### config.mk
export PLATFORM = sky130hd
export DESIGN_NAME = ecdh_des_key_deriver
export DESIGN_NICKNAME = d
export VERILOG_FILES = /design/src/rtl/ecc_pkg.sv /design/src/rtl/des_odd_parity_byte.sv /design/src/rtl/ecdh_des_key_deriver.sv
export SDC_FILE = /design/constraint.sdc
export NUM_CORES = 1
export LEC_CHECK = 0
export ABC_CLOCK_PERIOD_IN_PS = 4390
export BUFFER_PORTS_ARGS = -buffer_cell sky130_fd_sc_hd__buf_4
export CORE_ASPECT_RATIO = 0.6
export CORE_MARGIN = 2
export CORE_UTILIZATION = 59
export CTS_CLUSTER_SIZE = 14
export DETAILED_ROUTE_END_ITERATION = 7
export PLACE_DENSITY = 0.86
export SKIP_CTS_REPAIR_TIMING = 1
export SLEW_MARGIN = 20
export SYNTH_ARGS = -nofsm -noshare
export SYNTH_HDL_FRONTEND = slang
export SYNTH_SLANG_ARGS = --single-unit
### constraint.sdc
create_clock -name clk -period 4.39 [get_ports clk]
set_input_delay 0.2195 -clock clk [delete_from_list [all_inputs] [get_ports clk]]
set_output_delay 0.2195 -clock clk [all_outputs]
set_load 0.02 [all_outputs]
### src/rtl/ecc_pkg.sv
// Shared types and constants for the ECDH shared-secret to 3DES key path.
// Holds the key-deriver state encoding and DES key geometry.
package ecc_pkg;

    typedef enum logic [1:0] {
        IDLE,
        ERR,
        BUILD,
        PRESENT
    } keyderiv_state_t;

    localparam int DES_KEY_W    = 64;
    localparam int DES_GROUP_W  = 7;
    localparam int DES_NUM_KEYS = 3;
    localparam int KEY_BITS     = 168;

endpackage

### src/rtl/des_odd_parity_byte.sv
// Turns a 7-bit key group into a DES key byte with odd parity in bit 0.
// Ports: grp (7-bit group in), pbyte (8-bit byte out, {grp, parity}).
module des_odd_parity_byte
    import ecc_pkg::*;
(
    input  logic [DES_GROUP_W-1:0] grp,
    output logic [7:0]             pbyte
);

    // Parity bit is set when the group already holds an even number of ones.
    assign pbyte = {grp, ~^grp};

endmodule

### src/rtl/ecdh_des_key_deriver.sv
// Captures SkX from the point multiplier and emits three odd-parity 3DES keys.
// Ports: clk, n_rst, pm_done, skx in; key_out, key_idx, key_valid, key_ready,
//        busy, err_zero, keys_done handshake/status.
module ecdh_des_key_deriver #(
    parameter int NUM_BITS = 163,
    parameter int KEY_BITS = 168
) (
    input  logic                clk,
    input  logic                n_rst,
    input  logic                pm_done,
    input  logic [NUM_BITS:0]   skx,
    output logic [63:0]         key_out,
    output logic [1:0]          key_idx,
    output logic                key_valid,
    input  logic                key_ready,
    output logic                busy,
    output logic                err_zero,
    output logic                keys_done
);

    import ecc_pkg::*;

    keyderiv_state_t state, state_nxt;

    logic [KEY_BITS-1:0] sr;
    logic [2:0]          cnt;
    logic [7:0]          pbyte;
    logic                last_key;

    des_odd_parity_byte u_par (
        .grp   (sr[KEY_BITS-1 -: DES_GROUP_W]),
        .pbyte (pbyte)
    );

    assign last_key  = (key_idx == 2'(DES_NUM_KEYS - 1));
    assign key_valid = (state == PRESENT);
    assign busy      = (state != IDLE);
    assign err_zero  = (state == ERR);

    always_comb begin
        state_nxt = state;
        unique case (state)
            IDLE: begin
                if (pm_done) begin
                    state_nxt = (skx == '0) ? ERR : BUILD;
                end
            end
            ERR: begin
                state_nxt = IDLE;
            end
            BUILD: begin
                if (cnt == 3'd7) begin
                    state_nxt = PRESENT;
                end
            end
            PRESENT: begin
                if (key_ready) begin
                    state_nxt = last_key ? IDLE : BUILD;
                end
            end
            default: state_nxt = IDLE;
        endcase
    end

    always_ff @(posedge clk or negedge n_rst) begin
        if (!n_rst) begin
            state     <= IDLE;
            sr        <= '0;
            cnt       <= '0;
            key_out   <= '0;
            key_idx   <= '0;
            keys_done <= 1'b0;
        end else begin
            state     <= state_nxt;
            keys_done <= 1'b0;
            unique case (state)
                IDLE: begin
                    if (pm_done) begin
                        sr      <= KEY_BITS'(skx);
                        key_idx <= '0;
                        cnt     <= '0;
                    end
                end
                BUILD: begin
                    key_out <= {key_out[55:0], pbyte};
                    sr      <= sr << DES_GROUP_W;
                    cnt     <= cnt + 3'd1;
                end
                PRESENT: begin
                    if (key_ready) begin
                        cnt <= '0;
                        if (last_key) begin
                            keys_done <= 1'b1;
                        end else begin
                            key_idx <= key_idx + 2'd1;
                        end
                    end
                end
                default: ;
            endcase
        end
    end

endmodule
== Word level (Yosys, flattened, before mapping) ==
Index checks and enable logic that the tools add are counted.
Word-level totals
  output and inout bits: 70
  bits of input ports: 168
  register bits: 240
  word-level logic and storage cells: 46
Cells by class
  reduce and logical (&&, ||, !) cells: 11
  multiplexer cells: 18
  equality and inequality tests: 9
  add/sub/neg operators: 2
Operators by type and width (number)
  $pmux 168 s2: 1
  $mux 168: 1
  $logic_not 164->1: 1
  $mux 2: 8
  $pmux 3 s3: 1
  $pmux 2 s4: 1
  $reduce_xnor 7->1: 1
  $eq 2x2->1 const B: 3
  $mux 3: 2
  $ne 2x2->1 const B: 3
  $reduce_and 3->1: 2
  $reduce_bool 2->1: 3
  $pmux 2 s2: 1
  $reduce_and 4->1: 1
  $add 3x1->3 const B: 1
  $eq 3x3->1 const B: 1
  $mux 1: 3
  $reduce_bool 3->1: 1
  $add 2x1->2 const B: 1
  $eq 2x1->1 const B: 1
  $logic_not 2->1: 1
  $ne 2x1->1 const B: 1
  $reduce_and 2->1: 1

== Longest topological paths before layout ==
  word-level depth: 4
  mapped depth: 8
  mapped depth without buffers: 6

== Modules after synthesis ==
From an unflattened synthesis, not the netlist that was laid out.
Unflattened totals
  cell total of the unflattened synthesis: 1109
  area total of the unflattened synthesis: 11076.9 µm²
Modules (own cells, without submodules)
  ecdh_des_key_deriver: instances 1, seq. area each 6005.8 µm², cells an instance 1098, area each 10961.8 µm²
  des_odd_parity_byte: instances 1, seq. area each 0.0 µm², cells an instance 11, area each 115.1 µm²

== Worst setup path after synthesis ==
No wires, ideal clock.
  path type: register to register
  start point: register state[0]
  end point: register sr[154]
  buffers on the path: 4
  stages on the path, launching flop included: 8
  library setup time: 0.132 ns
  arrival time: 1.354 ns
  slack: 2.904 ns
  period minus slack after synthesis: 1.486 ns
  data required time: 4.258 ns
  cells stage by stage: dfrtp_1 -> buf_2 -> nor3b_2 -> buf_4 -> buf_6 -> buf_8 -> mux2i_1 -> o21ai_1
On the way
  longest elaborated chain between the ends: 3
  elaborated cells between the ends (all ways): 6
  those cells by class: eq/ne (2); mux (1); reduce/logical (3)
Ends and longest elaborated chain
  start: declaration: line ecdh_des_key_deriver.sv:23  | keyderiv_state_t state, state_nxt;
  start signal: assignment: line ecdh_des_key_deriver.sv:74  | state <= state_nxt;
  $eq 2x2->1 / $logic_not 2->1 (equally long branches): line ecdh_des_key_deriver.sv:76  | unique case (state)
  $reduce_bool 2->1 (no source line) / $ne 2x2->1 (equally long branches)
  $reduce_and 2->1 (no source line)
  end signal: assignment: line ecdh_des_key_deriver.sv:79  | sr <= KEY_BITS'(skx);
  end signal: assignment: line ecdh_des_key_deriver.sv:86  | sr <= sr << DES_GROUP_W;
  end: declaration: line ecdh_des_key_deriver.sv:25  | logic [KEY_BITS-1:0] sr;
Several ways; a longest one is shown, not always the timed one.
A chain may end at the register's enable or synchronous reset.

== Final worst setup path ==
  start point: register state[0]
  end point: register sr[90]
The elaborated chain is that of the path after synthesis.

==> results_dict.tcl <==
set metrics [dict create \
    synth-edff-count 0 \
    io_pins 238 \
    syn_nets 1278 \
    synthArstFlopShare_pct 100.0 \
    cp.arrival_ns 2.75 \
    fp.dieH_microns 109.3 \
    crit_path_start_kind "register" \
    path_class "register to register" \
    place_ws_ns 2.103 \
    ctsLongestPathBuffers 3 \
    grt_max_degree 127 \
    max_freq_mhz 429.9 \
    ir_worst_vdd_v 0.0004566 \
    num_antenna_cells 0 \
    syn2layout_area_growth_pct 23.41 \
    synth.distinct_cells 30 \
    num_rows 38 \
    cts_sinks 240 \
    htreeDepth 1 \
    finalHoldViolCount 2 \
    clk_pin_slew_ns 0.07 \
    dieArea_sq_um 19630 \
    synthFlopType "dfrtp_1" \
    first_iter_violations 887 \
    gp_congestion 0.9060 \
    grt_pass1_wl_microns 45770 \
    powerDensity_nw_per_um2 676.2 \
    cap_viol_max_count 0 \
    design_area_sq_um 13460 \
    slowest_stage "and2b_4" \
    path_cells "and2b_4 -> buf_4 -> nand2_1 -> o21ai_1" \
    worst_slack_ns 2.064 \
    slew_viol_final 0 \
    mostFrequentLayoutCell "nand2_1" \
    power_mw 9.105 \
    antenna_found_initial 0 \
    dp.final_hpwl_microns 20760 \
    io_buffers 237 \
    drc 0 \
    layout.nets 1489 \
    syn_inst 1107 \
    outcome "finished, violations left" \
    p_leak_nw 6.133 \
    start_util_pct 60.39 \
    drt_wl_total_microns 29530 \
    ys_seq_elements 240 \
    firstDrtPassIters 5 \
    ys_seq_area_share_pct 55.05 \
    finClkSkew_ns 0.01359 \
    grt_overflow 0 \
    syn_area_sq_um 10910 \
    path_delay_family "simple AND/OR/NAND/NOR gates" \
    insertion_delay_ns 0.50 \
    clock-root-buffer "clkbuf_16" \
    hp-class "primary input to register" \
    crit_path_end_kind "register" \
    syn_area_per_cell_sq_um 9.856 \
    setup_violations 0 \
    fin_crit_sh_pct 52.98 \
    cts_tree "built" \
    crit_path_max_fanout 80 \
    vias 9016 \
    mostFrequentLayoutCells "nand2_1, buf_4, dfrtp_1" \
    hold_slack_ns -0.004506 \
    fp.dieW_microns 179.6 \
    instances_no_fill 1571 \
    period_needed_ns 2.326 \
    crit_path_max_incr_delay_ns 0.96 \
    crit_required_ns 4.81 \
    wl_per_cell_microns 18.80 \
    worstMarginPinSlew_ns 1.029 \
    via_per_inst 5.739 \
    fp.coreArea_sq_um 18070 \
    crit_buf_inv 1 \
    maxSlewHeadroom_pct 31.42 \
    drive_gt1_share_pct 21.64 \
    grt_pass1_vias 8611 \
    violations "negative hold slack" \
    grt.total_usage_pct 29.62 \
    finalSetupTns_ns 0 \
    ys_warn_count 0 \
    place_area_sq_um 12690 \
    rsz0062_at_grt "false" \
    cts_buffers 22 \
    ant_nets 0 \
    placed_cells 1526 \
]
-- per-layer routing --
metal	GRT usage [%]	wire length (microns)	share of wire, %	up-vias
met5	0	0	0	-
met4	5.923	427	1.4	0
met3	5.962	2323	7.9	33
met2	43.92	12940	44	354
met1	45.73	13840	47	4448
li1	-	-	-	4181
-- registers in the layout (all words and copies together), names as in the netlist --
register,count
keys_done,1
key_out,64
key_idx,2
sr,168
cnt,3
state,2
-- metrics by stage --
stage	utilization [%]	hold slack, ns
floorplan	-	-0.07609
global placement	70.25	0.3901
detailed placement	70.25	0.3859
CTS	74.08	-0.1404
global route	74.52	0.005675
finish	74.52	-0.004506
-- cell usage after synthesis, types with 2 or more instances --
library cell	number	share of area, %
nor4_1	43	2.5
inv_1	4	0.14
xnor2_1	4	0.32
nand4_1	10	0.57
nor3_1	3	0.14
clkbuf_1	28	0.96
dfrtp_1	240	55
buf_2	25	1.1
buf_8	11	1.5
a21oi_1	3	0.14
buf_4	7	0.48
xor2_1	2	0.16
nand2_1	378	13
mux2i_1	158	14
nand3_1	2	0.092
a22o_1	2	0.16
o21ai_1	110	5.0
o21ai_0	63	2.9
ha_1	3	0.34
-- logic make-up after synthesis --
kind of cell    share of synthesized area [%]
xor+xnor                               0.4816
buf+inv                                 4.530
fa+ha+maj                              0.3441
simple gates                            16.72
flops                                   55.05
mux                                     14.50
compound gates                          8.383
-- area by class of cell --
type	count	area, sq um
clock buffer	34	676.9
clock inverter	3	15.01
fill	1284	4603
inverter	4	15.01
multi-input combinational	790	4422
sequential	240	6006
tap	240	300.3
timing repair buffer	260	2029
-- worst register-to-register path, delay by kind of cell (launching register included) --
family          cells  cell delay, ns
compound gates      1            0.09
buf+inv             1            0.58
flops               1            0.49
simple gates        2            1.11
-- path summary, 6_finish.rpt --
path                                 startpoint                  to  slack [ns]  depth (start not counted)
setup / recovery           state[0]$_DFFE_PN0P_  sr[90]$_DFFE_PN0P_        2.06                          4
hold / removal                          skx[98]  sr[98]$_DFFE_PN0P_      -0.005                          3
setup reg to reg           state[0]$_DFFE_PN0P_  sr[90]$_DFFE_PN0P_        2.06                          4
hold reg to reg              sr[11]$_DFFE_PN0P_  sr[18]$_DFFE_PN0P_        0.47                          2
max in group asynchronous                 n_rst  sr[39]$_DFFE_PN0P_        2.83                          3
min in group asynchronous                 n_rst  sr[58]$_DFFE_PN0P_        0.42                          2
-- power breakdown --
part / switching (mW) / leakage [nW] / total [mW] / internal (mW)
registers: 0.557 / 3.26 / 3.53 / 2.97
logic: 2.38 / 2.53 / 3.71 / 1.33
clock network: 0.814 / 0.344 / 1.87 / 1.06
Power figures use the tool's default switching activity.
